**src/rtl/proc_pkg.sv**
```systemverilog
// proc_pkg: opcodes, sequencer states and datapath select codes shared across the processor
package proc_pkg;
  localparam logic [3:0] OP_NOP   = 4'h0;
  localparam logic [3:0] OP_ADD   = 4'h1;
  localparam logic [3:0] OP_SUB   = 4'h2;
  localparam logic [3:0] OP_AND   = 4'h3;
  localparam logic [3:0] OP_OR    = 4'h4;
  localparam logic [3:0] OP_NOT   = 4'h5;
  localparam logic [3:0] OP_XOR   = 4'h6;
  localparam logic [3:0] OP_NAND  = 4'h7;
  localparam logic [3:0] OP_NOR   = 4'h8;
  localparam logic [3:0] OP_LOAD  = 4'h9;
  localparam logic [3:0] OP_STORE = 4'hA;
  localparam logic [3:0] OP_PRINT = 4'hB;
  localparam logic [3:0] OP_LDM   = 4'hC;
  localparam logic [3:0] OP_IN    = 4'hD;
  localparam logic [3:0] OP_ILL   = 4'hE;
  localparam logic [3:0] OP_HALT  = 4'hF;
  typedef enum logic [2:0] {
    S_FETCH  = 3'd0,
    S_FWAIT  = 3'd1,
    S_DECODE = 3'd2,
    S_EXEC   = 3'd3,
    S_WB     = 3'd4,
    S_HALT   = 3'd7
  } state_t;
  localparam logic [1:0] SRC_IMM   = 2'd0;
  localparam logic [1:0] SRC_ULA   = 2'd1;
  localparam logic [1:0] SRC_RAM   = 2'd2;
  localparam logic [1:0] SRC_STDIN = 2'd3;
  localparam logic [1:0] REG_A     = 2'd0;
  localparam logic [1:0] REG_B     = 2'd1;
  localparam logic [1:0] REG_C     = 2'd2;
  localparam logic [1:0] REG_MADDR = 2'd3;
  function automatic logic is_alu(input logic [3:0] op);
    return op >= OP_ADD && op <= OP_NOR;
  endfunction
endpackage

```
**src/rtl/instr_decoder.sv**
```systemverilog
// instr_decoder: classifies the instruction register into dispatch targets and write-back source
module instr_decoder
  import proc_pkg::*;
(
  input  logic [15:0] ir_i,
  output state_t      decode_next_o,
  output state_t      exec_next_o,
  output logic [1:0]  rf_src_o,
  output logic        illegal_o
);
  logic [3:0] op;
  // dispatch from DECODE, successor of EXEC, register-file data source
  always_comb begin
    op = ir_i[15:12];
    decode_next_o = op == OP_HALT ? S_HALT :
                    (op == OP_LOAD || op == OP_IN) ? S_WB :
                    (is_alu(op) || op == OP_LDM || op == OP_STORE || op == OP_PRINT) ? S_EXEC :
                    S_FETCH;
    exec_next_o = (op == OP_STORE || op == OP_PRINT) ? S_FETCH : S_WB;
    rf_src_o = op == OP_LOAD ? SRC_IMM :
               op == OP_LDM  ? SRC_RAM :
               op == OP_IN   ? SRC_STDIN : SRC_ULA;
    illegal_o = op == OP_ILL;
  end
endmodule

```
**src/rtl/instr_sequencer.sv**
```systemverilog
// instr_sequencer: fetch/decode/execute controller owning PC, IR and the datapath strobes
module instr_sequencer
  import proc_pkg::*;
#(
  parameter int              PC_W     = 8,
  parameter logic [PC_W-1:0] RESET_PC = '0
) (
  input  logic            clk,
  input  logic            rst,
  input  logic            run,
  input  logic            step,
  output logic [PC_W-1:0] rom_addr,
  input  logic [15:0]     rom_data,
  output logic [3:0]      alu_op,
  output logic            rf_we,
  output logic [1:0]      rf_wsel,
  output logic [1:0]      rf_rsel,
  output logic [1:0]      rf_src,
  output logic [7:0]      imm,
  output logic [7:0]      ram_addr,
  output logic            ram_we,
  output logic            out_we,
  output logic [PC_W-1:0] pc,
  output logic [2:0]      state,
  output logic            halted,
  output logic            illegal
);
  state_t          state_q, state_d, dec_next, exec_next;
  logic [PC_W-1:0] pc_q, pc_d;
  logic [15:0]     ir_q, ir_d;
  logic            ill_q, ill_d, dec_ill;
  instr_decoder u_dec (
    .ir_i          (ir_q),
    .decode_next_o (dec_next),
    .exec_next_o   (exec_next),
    .rf_src_o      (rf_src),
    .illegal_o     (dec_ill)
  );
  assign rom_addr = pc_q;
  assign pc       = pc_q;
  assign state    = state_q;
  assign halted   = state_q == S_HALT;
  assign illegal  = ill_q;
  assign alu_op   = ir_q[15:12];
  assign rf_wsel  = ir_q[9:8];
  assign rf_rsel  = ir_q[9:8];
  assign imm      = ir_q[7:0];
  assign ram_addr = ir_q[7:0];
  // strobes are gated by rst so a write due in the reset cycle never reaches the datapath
  assign rf_we  = !rst && state_q == S_WB;
  assign ram_we = !rst && state_q == S_EXEC && ir_q[15:12] == OP_STORE;
  assign out_we = !rst && state_q == S_EXEC && ir_q[15:12] == OP_PRINT;
  // next-state, PC advance, IR capture and sticky illegal flag
  always_comb begin
    state_d = state_q;
    pc_d    = pc_q;
    ir_d    = ir_q;
    ill_d   = ill_q;
    case (state_q)
      S_FETCH:  state_d = (run || step) ? S_FWAIT : S_FETCH;
      S_FWAIT: begin
        ir_d    = rom_data;
        state_d = S_DECODE;
      end
      S_DECODE: begin
        state_d = dec_next;
        pc_d    = dec_next == S_HALT ? pc_q : pc_q + 1'b1;
        ill_d   = ill_q | dec_ill;
      end
      S_EXEC:   state_d = exec_next;
      S_WB:     state_d = S_FETCH;
      default:  state_d = S_HALT;
    endcase
  end
  // state registers with synchronous reset
  always_ff @(posedge clk) begin
    if (rst) begin
      state_q <= S_FETCH;
      pc_q    <= RESET_PC;
      ir_q    <= '0;
      ill_q   <= 1'b0;
    end else begin
      state_q <= state_d;
      pc_q    <= pc_d;
      ir_q    <= ir_d;
      ill_q   <= ill_d;
    end
  end
endmodule

```
**config.mk**
```make
export PLATFORM = sky130hd
export DESIGN_NAME = instr_sequencer
export DESIGN_NICKNAME = d
export VERILOG_FILES = /design/src/rtl/proc_pkg.sv /design/src/rtl/instr_decoder.sv /design/src/rtl/instr_sequencer.sv
export SDC_FILE = /design/constraint.sdc
export NUM_CORES = 1
export LEC_CHECK = 0
export CAP_MARGIN = 40
export CORE_ASPECT_RATIO = 0.75
export CORE_MARGIN = 2
export CORE_UTILIZATION = 35
export CTS_CLUSTER_SIZE = 25
export DETAILED_ROUTE_END_ITERATION = 12
export GPL_ROUTABILITY_DRIVEN = 0
export MAX_ROUTING_LAYER = met4
export PLACE_DENSITY = 0.73
export SETUP_SLACK_MARGIN = 0.5
export SLEW_MARGIN = 20
export SYNTH_ARGS = -nofsm -noshare
export SYNTH_HDL_FRONTEND = slang
export SYNTH_HIERARCHICAL = 1
export SYNTH_SLANG_ARGS = --single-unit
```
**constraint.sdc**
```tcl
create_clock -name clk -period 1.7 [get_ports clk]
set_input_delay 0.34 -clock clk [delete_from_list [all_inputs] [get_ports clk]]
set_output_delay 0.34 -clock clk [all_outputs]
set_load 0.05 [all_outputs]
```
==> results by group, run 1 <==
Run status
  – Status: complete, but fails checks
  – Failing checks: negative setup slack

Timing
  – Sum Neg Setup Slack: -146.4 ps
  – Final Hold Viols: 0
  – Final period util: 1.067
  – Tmin final: 1814 ps
  – Final setup vio count: 4
  – FMAX: 551.2 MHz
  – Worst setup margin: -114.2 ps
  – Final Skew: around 3.7 ps
  – Unrepaired setup endpoints after global routing: yes
  – Max Slew Vio Count: 0
  – Hold_ws: approximately 480 ps

Layout
  – Layout cells sized above 1: 0.6048
  – Filler instances: 292
  – Most frequent cells in the layout: buf_6 (48), nand2_1 (29), buf_4 (18)
  – Design area: 0.002711 sq mm
  – Layout Area Growth over Synthesis: 88.43%
  – Most common cell after layout, fill and taps aside: buf_6
  – Fin nets: 270
  – Antenna diodes: 0

Power and ir drop
  – Tot Pwr: 2.084 mW
  – Static leakage: 1.092 nW
  – Pwr dens: 768.6 mW/mm^2
  – Worst IR Drop VDD: 0.3854 mV

Clock network
  – CTS Root Cell: clkbuf_8
  – CTS tree: yes
  – CTS clk-pin slew, worst paths: 90 ps
  – Clock Sinks: 26
  – Htree depth: 1
  – Number of CTS-inserted buffers: 3
  – Hold Buf Count CTS: 0
  – Clock latency on the worst-skew pair: 270 ps
  – CTS Buffer Depth: 2

Global routing
  – Total gr overflow: 0
  – First-pass GRT wire length: 5713 um
  – Largest net degree at the start of global routing: 27
  – M2 GR Usage: 0.2562
  – Initial antenna violation count: 0
  – Total GRT Usage: 0.1593
  – Vias in the first global route: 1215
  – Met3 Usage GRT: 0.04116
  – Busiest grt layer: met2
  – Routing usage on met1: 0.2033

Worst hold path
  – Hold Crit Start: ir_q[2]
  – HP Class: reg2reg
  – Worst Hold Path Cells: 2
  – Hold endpoint: ir_q[2]

Critical path
  – Crit path max-delay cell type: a311oi_4
  – WP buf/inv: 0
  – Crit path required time: 1860 ps
  – Critical Path Source Type: flip-flop
  – Critical path's top delay family: simple AND/OR/NAND/NOR gates
  – R2R setup slack: -110 ps
  – Critical R2R Capture: pc[5]
  – Crit path kind: reg2reg
  – Reg2Reg Depth: 6
  – Worst-path cell chain: and4b_4 -> a311oi_4 -> nand3_4 -> nand4_1 -> xor2_1 -> nor2_1
  – Crit. End Element: flip-flop
  – Crit-path max cell delay: 430 ps
  – R2R Path Start: ir_q[13]
  – Worst path arrival time: 1970 ps
  – CP max FO: 6

Routing
  – Pre-Repair DR Iteration Count: 4
  – Drc violations: 0
  – Vias: 1448
  – DR WL/cell: 13.78 um
  – Drt first-iter violations: 28
  – Vias per inst: about 4.8
  – Post-DRT Antenna Nets: 0
  – WL final: 4174 um

Floorplan
  – Initial cell density of the core: 0.3594
  – Die area: 0.004645 sq mm
  – Die Y: 59.53 um
  – # rows: 20
  – I/O pin cnt: 70
  – Die X: between 70 and 80 um
  – Core Area: about 0.004 sq mm

Synth
  – Ys Warns: 6
  – Syn avg cell area: 7.820 sq um
  – Syn Inst Count: around 180
  – Cell Area, Synth: between 0.001 and 0.0015 sq mm

Placed design
  – Post-Place Cell Area: 0.002106 sq mm
  – Setup WS pre-CTS: -77.10 ps
  – Input/output buffers: 67
  – Hpwl dp: ~2400 um

Run
  – Maxcap violations: 0
-- through the flow --
stage	utilization	std cells
6_report	0.6772	303
5_1_grt	0.6772	303
4_1_cts	0.5963	289
3_5_place_dp	0.5259	273
3_3_place_gp	0.5259	273
2_1_floorplan	-	185
-- registers in the layout (all words and copies together), names as in the netlist --
signal / count
state: 3
illegal: 1
ir_q: 14
pc: 8
-- timing repair --
item                                    CTS  global route
endpoints found under the setup margin   47            67
setup buffers                            12            13
hold endpoints to repair                  0             0
pin swaps                                12            18
gates cloned                              0             1
resized for setup                        44            68
-- layer usage --
layer  vias up  part of all wire
met5         -                 0
met4         0             0.012
met3         4             0.045
met2        41              0.50
met1       692              0.44
li1        711                 -
-- power breakdown --
group          switching [mW]  internal (mW)
sequential             0.0648          0.656
combinational           0.523          0.434
clock                   0.199          0.207
total                   0.787           1.30
-- worst max-delay path by stage --
stage,from,to,slack (ps),cells after the start
3_5_place_dp,rst,out_we,-80,5
5_1_grt,ir_q[15],pc[5],-210,6
3_3_place_gp,rst,out_we,-50,5
4_1_cts,ir_q[14],out_we,-20,5
6_report,ir_q[13],pc[5],-110,6
2_1_floorplan,ir_q[12],pc[2],10,7
-- tightest hold or removal path: stages, from the launching register on --
cell and delay (ps):
dfxtp_2 340, nand2_1 50, a21oi_1 50
-- layout make-up --
cell class              instances  area (sq um)  share of cell area
repair buffers                102          1190              0.4389
multi-input cells             112         797.0              0.2940
flip-flops and latches         26         580.6              0.2141
well taps                      55         68.82             0.02538
clock buffers                   4         55.05             0.02030
inverters                       4         20.02            0.007383
Power figures use the tool's default switching activity.
==> inputs of run 2 (changes only) <==
--- a/config.mk
+++ b/config.mk
@@ -8,12 +8,12 @@
 export CAP_MARGIN = 40
 export CORE_ASPECT_RATIO = 0.75
 export CORE_MARGIN = 2
-export CORE_UTILIZATION = 35
+export CORE_UTILIZATION = 37
 export CTS_CLUSTER_SIZE = 25
 export DETAILED_ROUTE_END_ITERATION = 12
 export GPL_ROUTABILITY_DRIVEN = 0
 export MAX_ROUTING_LAYER = met4
-export PLACE_DENSITY = 0.73
+export PLACE_DENSITY = 0.76
 export SETUP_SLACK_MARGIN = 0.5
 export SLEW_MARGIN = 20
 export SYNTH_ARGS = -nofsm -noshare
==> run 2 against run 1 <==
Compared with the run above:
- the run still ends with negative setup slack left
- final cell count down 3.6%
- critical path depth rose by 3
- clock skew rose by 4.5 ps
- design area decreased by 1.7%
- hold slack got worse by 5.0 ps
- first-iteration DRC count up 130%
- worst setup slack worse by 19 ps
- register-to-register slack lost 20 ps
- global-route usage grew 3.1 points
- sequential power rose by 0.8%
==> results by group, run 2 (same netlist as run 1, synthesis figures left out) <==
Run status
  – Status: complete, but fails checks
  – Failing checks: negative setup slack

Floorplan
  – Die area: 0.004409 sq mm (-5.1%)
  – # rows: 19 (-5.0%)
  – Die X: 76.01 um (-2.6%)
  – Core Area: 0.003685 sq mm (-8.0%)
  – Die Y: 58.01 um (-2.6%)
  – I/O pin cnt: 70 (unchanged)
  – Initial cell density of the core: 0.3905 (+0.03112)

Clock network
  – CTS tree: yes
  – Hold Buf Count CTS: 0 (unchanged)
  – Clock Sinks: 26 (unchanged)
  – CTS Buffer Depth: 2 (unchanged)
  – CTS Root Cell: clkbuf_8
  – CTS clk-pin slew, worst paths: 100 ps (about the same)
  – Clock latency on the worst-skew pair: 270 ps (about the same)
  – Number of CTS-inserted buffers: 3 (unchanged)
  – Htree depth: 1 (unchanged)

Timing
  – Sum Neg Setup Slack: -566.4 ps (-420.0 ps)
  – Worst setup margin: -132.8 ps (-18.61 ps)
  – Final Skew: 8.191 ps (+4.455 ps)
  – Final Hold Viols: 0 (unchanged)
  – Tmin final: 1833 ps (+18.61 ps)
  – Unrepaired setup endpoints after global routing: yes
  – FMAX: 545.6 MHz (-1.0%)
  – Final setup vio count: 10 (+6)
  – Max Slew Vio Count: 0 (unchanged)
  – Hold_ws: 475.7 ps (-4.970 ps)
  – Final period util: 1.078 (+0.01094)

Layout
  – Most common cell after layout, fill and taps aside: buf_6
  – Top reg by flops: ir_q
  – Fin nets: 262 (-3.0%)
  – Filler instances: 251 (-14%)
  – Most frequent cells in the layout: buf_6 (42), nand2_1 (19), dfxtp_2 (16), clkdlybuf4s50_1 (16), buf_4 (16)
  – Layout Area Growth over Synthesis: 85.30%
  – Antenna diodes: 0 (unchanged)
  – Final core utilization: 0.7236 (+0.04641)
  – Design area: 0.002666 sq mm (-1.7%)
  – Layout cells sized above 1: 0.6375 (+0.03266)
  – Non-Filler Instances: 292 (-3.6%)
  – Max reg flops: 14 (unchanged)

Critical path
  – Worst path most repeated cell: buf_6
  – Crit-path max cell delay: 340 ps (-90 ps)
  – Critical Path Source Type: flip-flop
  – Crit. End Element: flip-flop
  – WP buf/inv: 3 (+3)
  – Crit path max-delay cell type: dfxtp_2
  – Worst path arrival time: 2000 ps (+30 ps)
  – CP max FO: 5 (-1)
  – Worst-path cell chain: buf_6 -> and4b_4 -> a311oi_4 -> buf_6 -> nand3_4 -> buf_4 -> nand4_1 -> xor2_1 -> nor2_1
  – Crit path required time: 1860 ps (about the same)
  – Crit path kind: reg2reg
  – Critical path's top delay family: buffers and inverters

Global routing
  – Initial antenna violation count: 0 (unchanged)
  – Total gr overflow: 0 (unchanged)
  – Largest net degree at the start of global routing: 27 (unchanged)
  – First-pass GRT wire length: 6479 um (+13%)
  – Total GRT Usage: 0.1902 (+0.03085)
  – Vias in the first global route: 1316 (+8.3%)

Routing
  – Drt first-iter violations: 65 (+130%)
  – Post-DRT Antenna Nets: 0 (unchanged)
  – Vias per inst: 4.801 (+0.47%)
  – WL final: 4375 um (+4.8%)
  – DR WL/cell: 14.98 um (+8.8%)
  – Pre-Repair DR Iteration Count: 4 (unchanged)
  – Drc violations: 0 (unchanged)
  – Vias: 1402 (-3.2%)

Placed design
  – Hpwl dp: 2417 um (about the same)
  – Dpl cells: 268 (-1.8%)
  – Post-Place Cell Area: 0.002100 sq mm (-0.30%)
  – Input/output buffers: 67 (unchanged)

Power and ir drop
  – Static leakage: 1.065 nW (-2.4%)
  – Pwr dens: 790.2 mW/mm^2 (+2.8%)
  – Worst IR Drop VDD: 0.4277 mV (+11%)

Worst hold path
  – HP Class: reg2reg

Run
  – Maxcap violations: 0 (unchanged)
run 2: cell count changes in the layout (fill, tap and decap cells not counted), moves of 2 or more:
| cell | delta |
|---|---|
| nand2_1 | -10 |
| buf_8 | -3 |
| inv_4 | -2 |
| nand2_2 | +9 |
| buf_4 | -2 |
| buf_6 | -6 |
| buf_12 | +3 |
run 2: power by group:
group,internal [mW],switching (mW),leakage [nW]
clock network,0.207,0.205,0.0288
registers,0.658,0.0690,0.226
logic,0.434,0.534,0.810
total,1.30,0.807,1.07
run 2: final timing paths:
| path | from | to | slack [ps] | depth (start not counted) |
|---|---|---|---|---|
| setup / recovery | ir_q[14] | pc[5] | -130 | 9 |
| hold / removal | ir_q[7] | ir_q[7] | 480 | 2 |
| setup reg to reg | ir_q[14] | pc[5] | -130 | 9 |
| hold reg to reg | ir_q[7] | ir_q[7] | 480 | 2 |
run 2: repair_timing:
action / CTS / global route
pin swaps: 20 / 20
gates resized for setup: 60 / 51
buffers inserted: 11 / 8
gates cloned: 1 / 0
setup endpoints to repair: 48 / 69
run 2: worst reg2reg max path, cell delays in order (launching register included):
cell      delay, ps
dfxtp_2         340
buf_6           120
and4b_4         200
a311oi_4        300
buf_6           170
nand3_4         120
buf_4           160
nand4_1          70
xor2_1          180
nor2_1           60
run 2: metrics by stage:
step | setup slack [ps] | power [mW]
3_3_place_gp | -47.84 | 1.456
3_5_place_dp | -61.49 | 1.460
2_1_floorplan | 11.04 | 1.319
4_1_cts | -19.31 | 2.006
5_1_grt | -192.6 | 2.194
6_report | -132.8 | 2.107
run 2: final cells by class:
cell class	instances	area (sq um)	area share
Clock buffer	4	55.05	0.02065
Inverter	4	15.01	0.005631
Multi-Input combinational cell	112	830.8	0.3116
Sequential cell	26	578.1	0.2168
Tap cell	52	65.06	0.02440
Timing Repair Buffer	94	1122	0.4209
run 2: per-layer routing:
metal  GRT usage  vias to the layer above  part of all wire
li1            -                      688                 -
met1      0.2321                      663              0.43
met2      0.3304                       47              0.51
met3     0.04361                        4             0.041
met4     0.03636                        0             0.013
met5           -                        -                 0
==> inputs of run 3 (changes only) <==
--- a/config.mk
+++ b/config.mk
@@ -12,10 +12,11 @@
 export CTS_CLUSTER_SIZE = 25
 export DETAILED_ROUTE_END_ITERATION = 12
 export GPL_ROUTABILITY_DRIVEN = 0
+export GPL_TIMING_DRIVEN = 0
 export MAX_ROUTING_LAYER = met4
 export PLACE_DENSITY = 0.76
 export SETUP_SLACK_MARGIN = 0.5
-export SLEW_MARGIN = 20
+export SLEW_MARGIN = 10
 export SYNTH_ARGS = -nofsm -noshare
 export SYNTH_HDL_FRONTEND = slang
 export SYNTH_HIERARCHICAL = 1
==> run 3 against run 2 <==
Compared with the run above:
- the flow still finishes with violations (negative setup slack)
- die area unchanged
- core utilization up 16 points
- clock skew down 5.9 ps
- sequential share of layout area down 3.6 points
- sequential power down 0.7%
- non-clock buffer count up 56
- largest cell class unchanged
==> results by group, run 3 (same netlist as run 1, synthesis figures left out) <==
Global routing
  – Initial antenna violation count: 0 (unchanged)
  – First-pass GRT wire length: 8024 um (+24%)
  – Vias in the first global route: 1619 (+23%)
  – Largest net degree at the start of global routing: 16 (-41%)
  – Total GRT Usage: 0.2399 (+0.04973)
  – Total gr overflow: 0 (unchanged)

Critical path
  – R2R setup slack: -120 ps (about the same)
  – Critical R2R Capture: pc[7]
  – Critical Path Source Type: flip-flop
  – Worst path arrival time: 2040 ps (+40 ps)
  – Crit path kind: reg2reg
  – R2R Path Start: ir_q[12]
  – Crit path required time: 1920 ps (+60 ps)
  – Crit. End Element: flip-flop
  – CP max FO: 5 (unchanged)
  – Reg2Reg Depth: 7 (-2)

Timing
  – Worst setup margin: -119.6 ps (+13.19 ps)
  – Unrepaired setup endpoints after global routing: yes
  – Tmin final: 1820 ps (-13.19 ps)
  – Final setup vio count: 10 (unchanged)
  – FMAX: 549.6 MHz (+0.72%)
  – Relative slew slack: 0.6536
  – Final period util: 1.070 (-0.007757)
  – Final Skew: 2.270 ps (-5.922 ps)
  – Max Slew Vio Count: 0 (unchanged)
  – Final Hold Viols: 0 (unchanged)
  – Slew @ Worst Pin: 519.6 ps
  – Sum Neg Setup Slack: -815.5 ps (-249.1 ps)

Layout
  – Antenna diodes: 0 (unchanged)
  – Fin nets: 317 (+21%)
  – Layout cells sized above 1: 0.6712 (+0.03369)
  – Max reg flops: 14 (unchanged)
  – Footprint of the multi-input gates: 788.3 sq um (-5.1%)
  – Layout Area Growth over Synthesis: 125.7%
  – Sequential standard cell area: 588.1 sq um (+1.7%)
  – Most common cell after layout, fill and taps aside: buf_6
  – Design area: 0.003248 sq mm (+22%)
  – Most frequent cells in the layout: buf_6 (56), buf_8 (43), nand2_1 (31)
  – Filler instances: 164 (-35%)
  – Top reg by flops: ir_q

Routing
  – Drc violations: 0 (unchanged)
  – WL final: 6128 um (+40%)
  – DR WL/cell: 17.66 um (+18%)
  – Vias per inst: 5.046 (+5.1%)
  – Post-DRT Antenna Nets: 0 (unchanged)
  – Vias: 1751 (+25%)
  – Drt first-iter violations: 74 (+14%)
  – Pre-Repair DR Iteration Count: 4 (unchanged)

Placed design
  – Hpwl dp: 2683 um (+11%)
  – Post-Place Cell Area: 0.002347 sq mm (+12%)
  – Input/output buffers: 67 (unchanged)

Floorplan
  – Die area: 0.004409 sq mm (unchanged)
  – Die X: 76.01 um (unchanged)
  – Initial cell density of the core: 0.3905 (unchanged)
  – Core Area: 0.003685 sq mm (unchanged)
  – Die Y: 58.01 um (unchanged)
  – I/O pin cnt: 70 (unchanged)
  – # rows: 19 (unchanged)

Clock network
  – CTS Root Cell: clkbuf_8
  – Hold Buf Count CTS: 0 (unchanged)
  – Clock Sinks: 26 (unchanged)
  – CTS tree: yes
  – Number of CTS-inserted buffers: 3 (unchanged)
  – Htree depth: 1 (unchanged)
  – CTS Buffer Depth: 2 (unchanged)
  – CTS clk-pin slew, worst paths: 100 ps (about the same)
  – Clock latency on the worst-skew pair: 290 ps (+20 ps)

Run status
  – Failing checks: negative setup slack
  – Status: complete, but fails checks

Worst hold path
  – HP Class: reg2reg
  – Worst Hold Path Cells: 2 (unchanged)
  – Hold endpoint: ir_q[9]
  – Hold Crit Start: ir_q[9]

Power and ir drop
  – Pwr dens: 748.0 mW/mm^2 (-5.3%)
  – Worst IR Drop VDD: 0.7583 mV (+77%)
  – Static leakage: 1.384 nW (+30%)

Run
  – Maxcap violations: 0 (unchanged)
-- run 3: cell types whose count changed in the layout (fill, tap and decap cells not counted), moves of 11 or more --
cell     change
buf_8       +39
nand2_1     +12
buf_4       +11
buf_6       +14
nand2_2     -11
buf_12      -15
-- run 3: repair_timing --
item / CTS / global route
pin swaps: 17 / 11
resized for setup: 459 / 33
setup buffers: 24 / 15
endpoints found under the setup margin: 75 / 74
-- run 3: critical path, stage by stage (launching register included) --
cell and delay (ps):
dfxtp_4 380, nor4_4 330, a311oi_4 90, buf_4 170, nand3_4 130, nand2_4 90, or4_4 430, a21oi_2 140
-- run 3: how the worst max path moves through the flow --
stage,start,cells past startpoint,end,slack (ps)
2_1_floorplan,ir_q[12],7,pc[2],10
3_3_place_gp,rst,4,rf_we,-840
3_5_place_dp,rst,4,rf_we,-850
4_1_cts,state[2],5,ram_we,-110
5_1_grt,ir_q[12],7,pc[7],-190
6_report,ir_q[12],7,pc[7],-120
-- run 3: per-layer routing --
metal,global-route usage,wire [um]
met5,-,0
met4,0.09091,257
met3,0.04673,398
met2,0.4005,3060
met1,0.2936,2412
-- run 3: cell type report --
class	count	area share
Tap cell	52	0.02003
Inverter	4	0.005393
Multi-Input combinational cell	111	0.2427
Buffer	44	0.1479
Timing Repair Buffer	106	0.3825
Sequential cell	26	0.1810
Clock buffer	4	0.02042
-- run 3: stage by stage --
stage | util | hold WS, ps | instances | worst slack [ps] | power, mW
final | 0.8815 | 491.0 | 347 | -119.6 | 2.430
after global routing | 0.8815 | 506.5 | 347 | -195.0 | 2.504
after CTS | 0.8194 | 483.6 | 332 | -113.0 | 2.307
after detailed placement | 0.6370 | 462.1 | 304 | -854.9 | 1.545
after global placement | 0.6370 | 459.3 | 304 | -843.9 | 1.532
after floorplan | - | 450.1 | 185 | 11.04 | 1.319
-- run 3: report_power, final --
part / total, mW / switching (mW) / internal, mW
registers: 0.722 / 0.0695 / 0.653
logic: 1.23 / 0.608 / 0.618
clock network: 0.482 / 0.224 / 0.257
total: 2.43 / 0.902 / 1.53
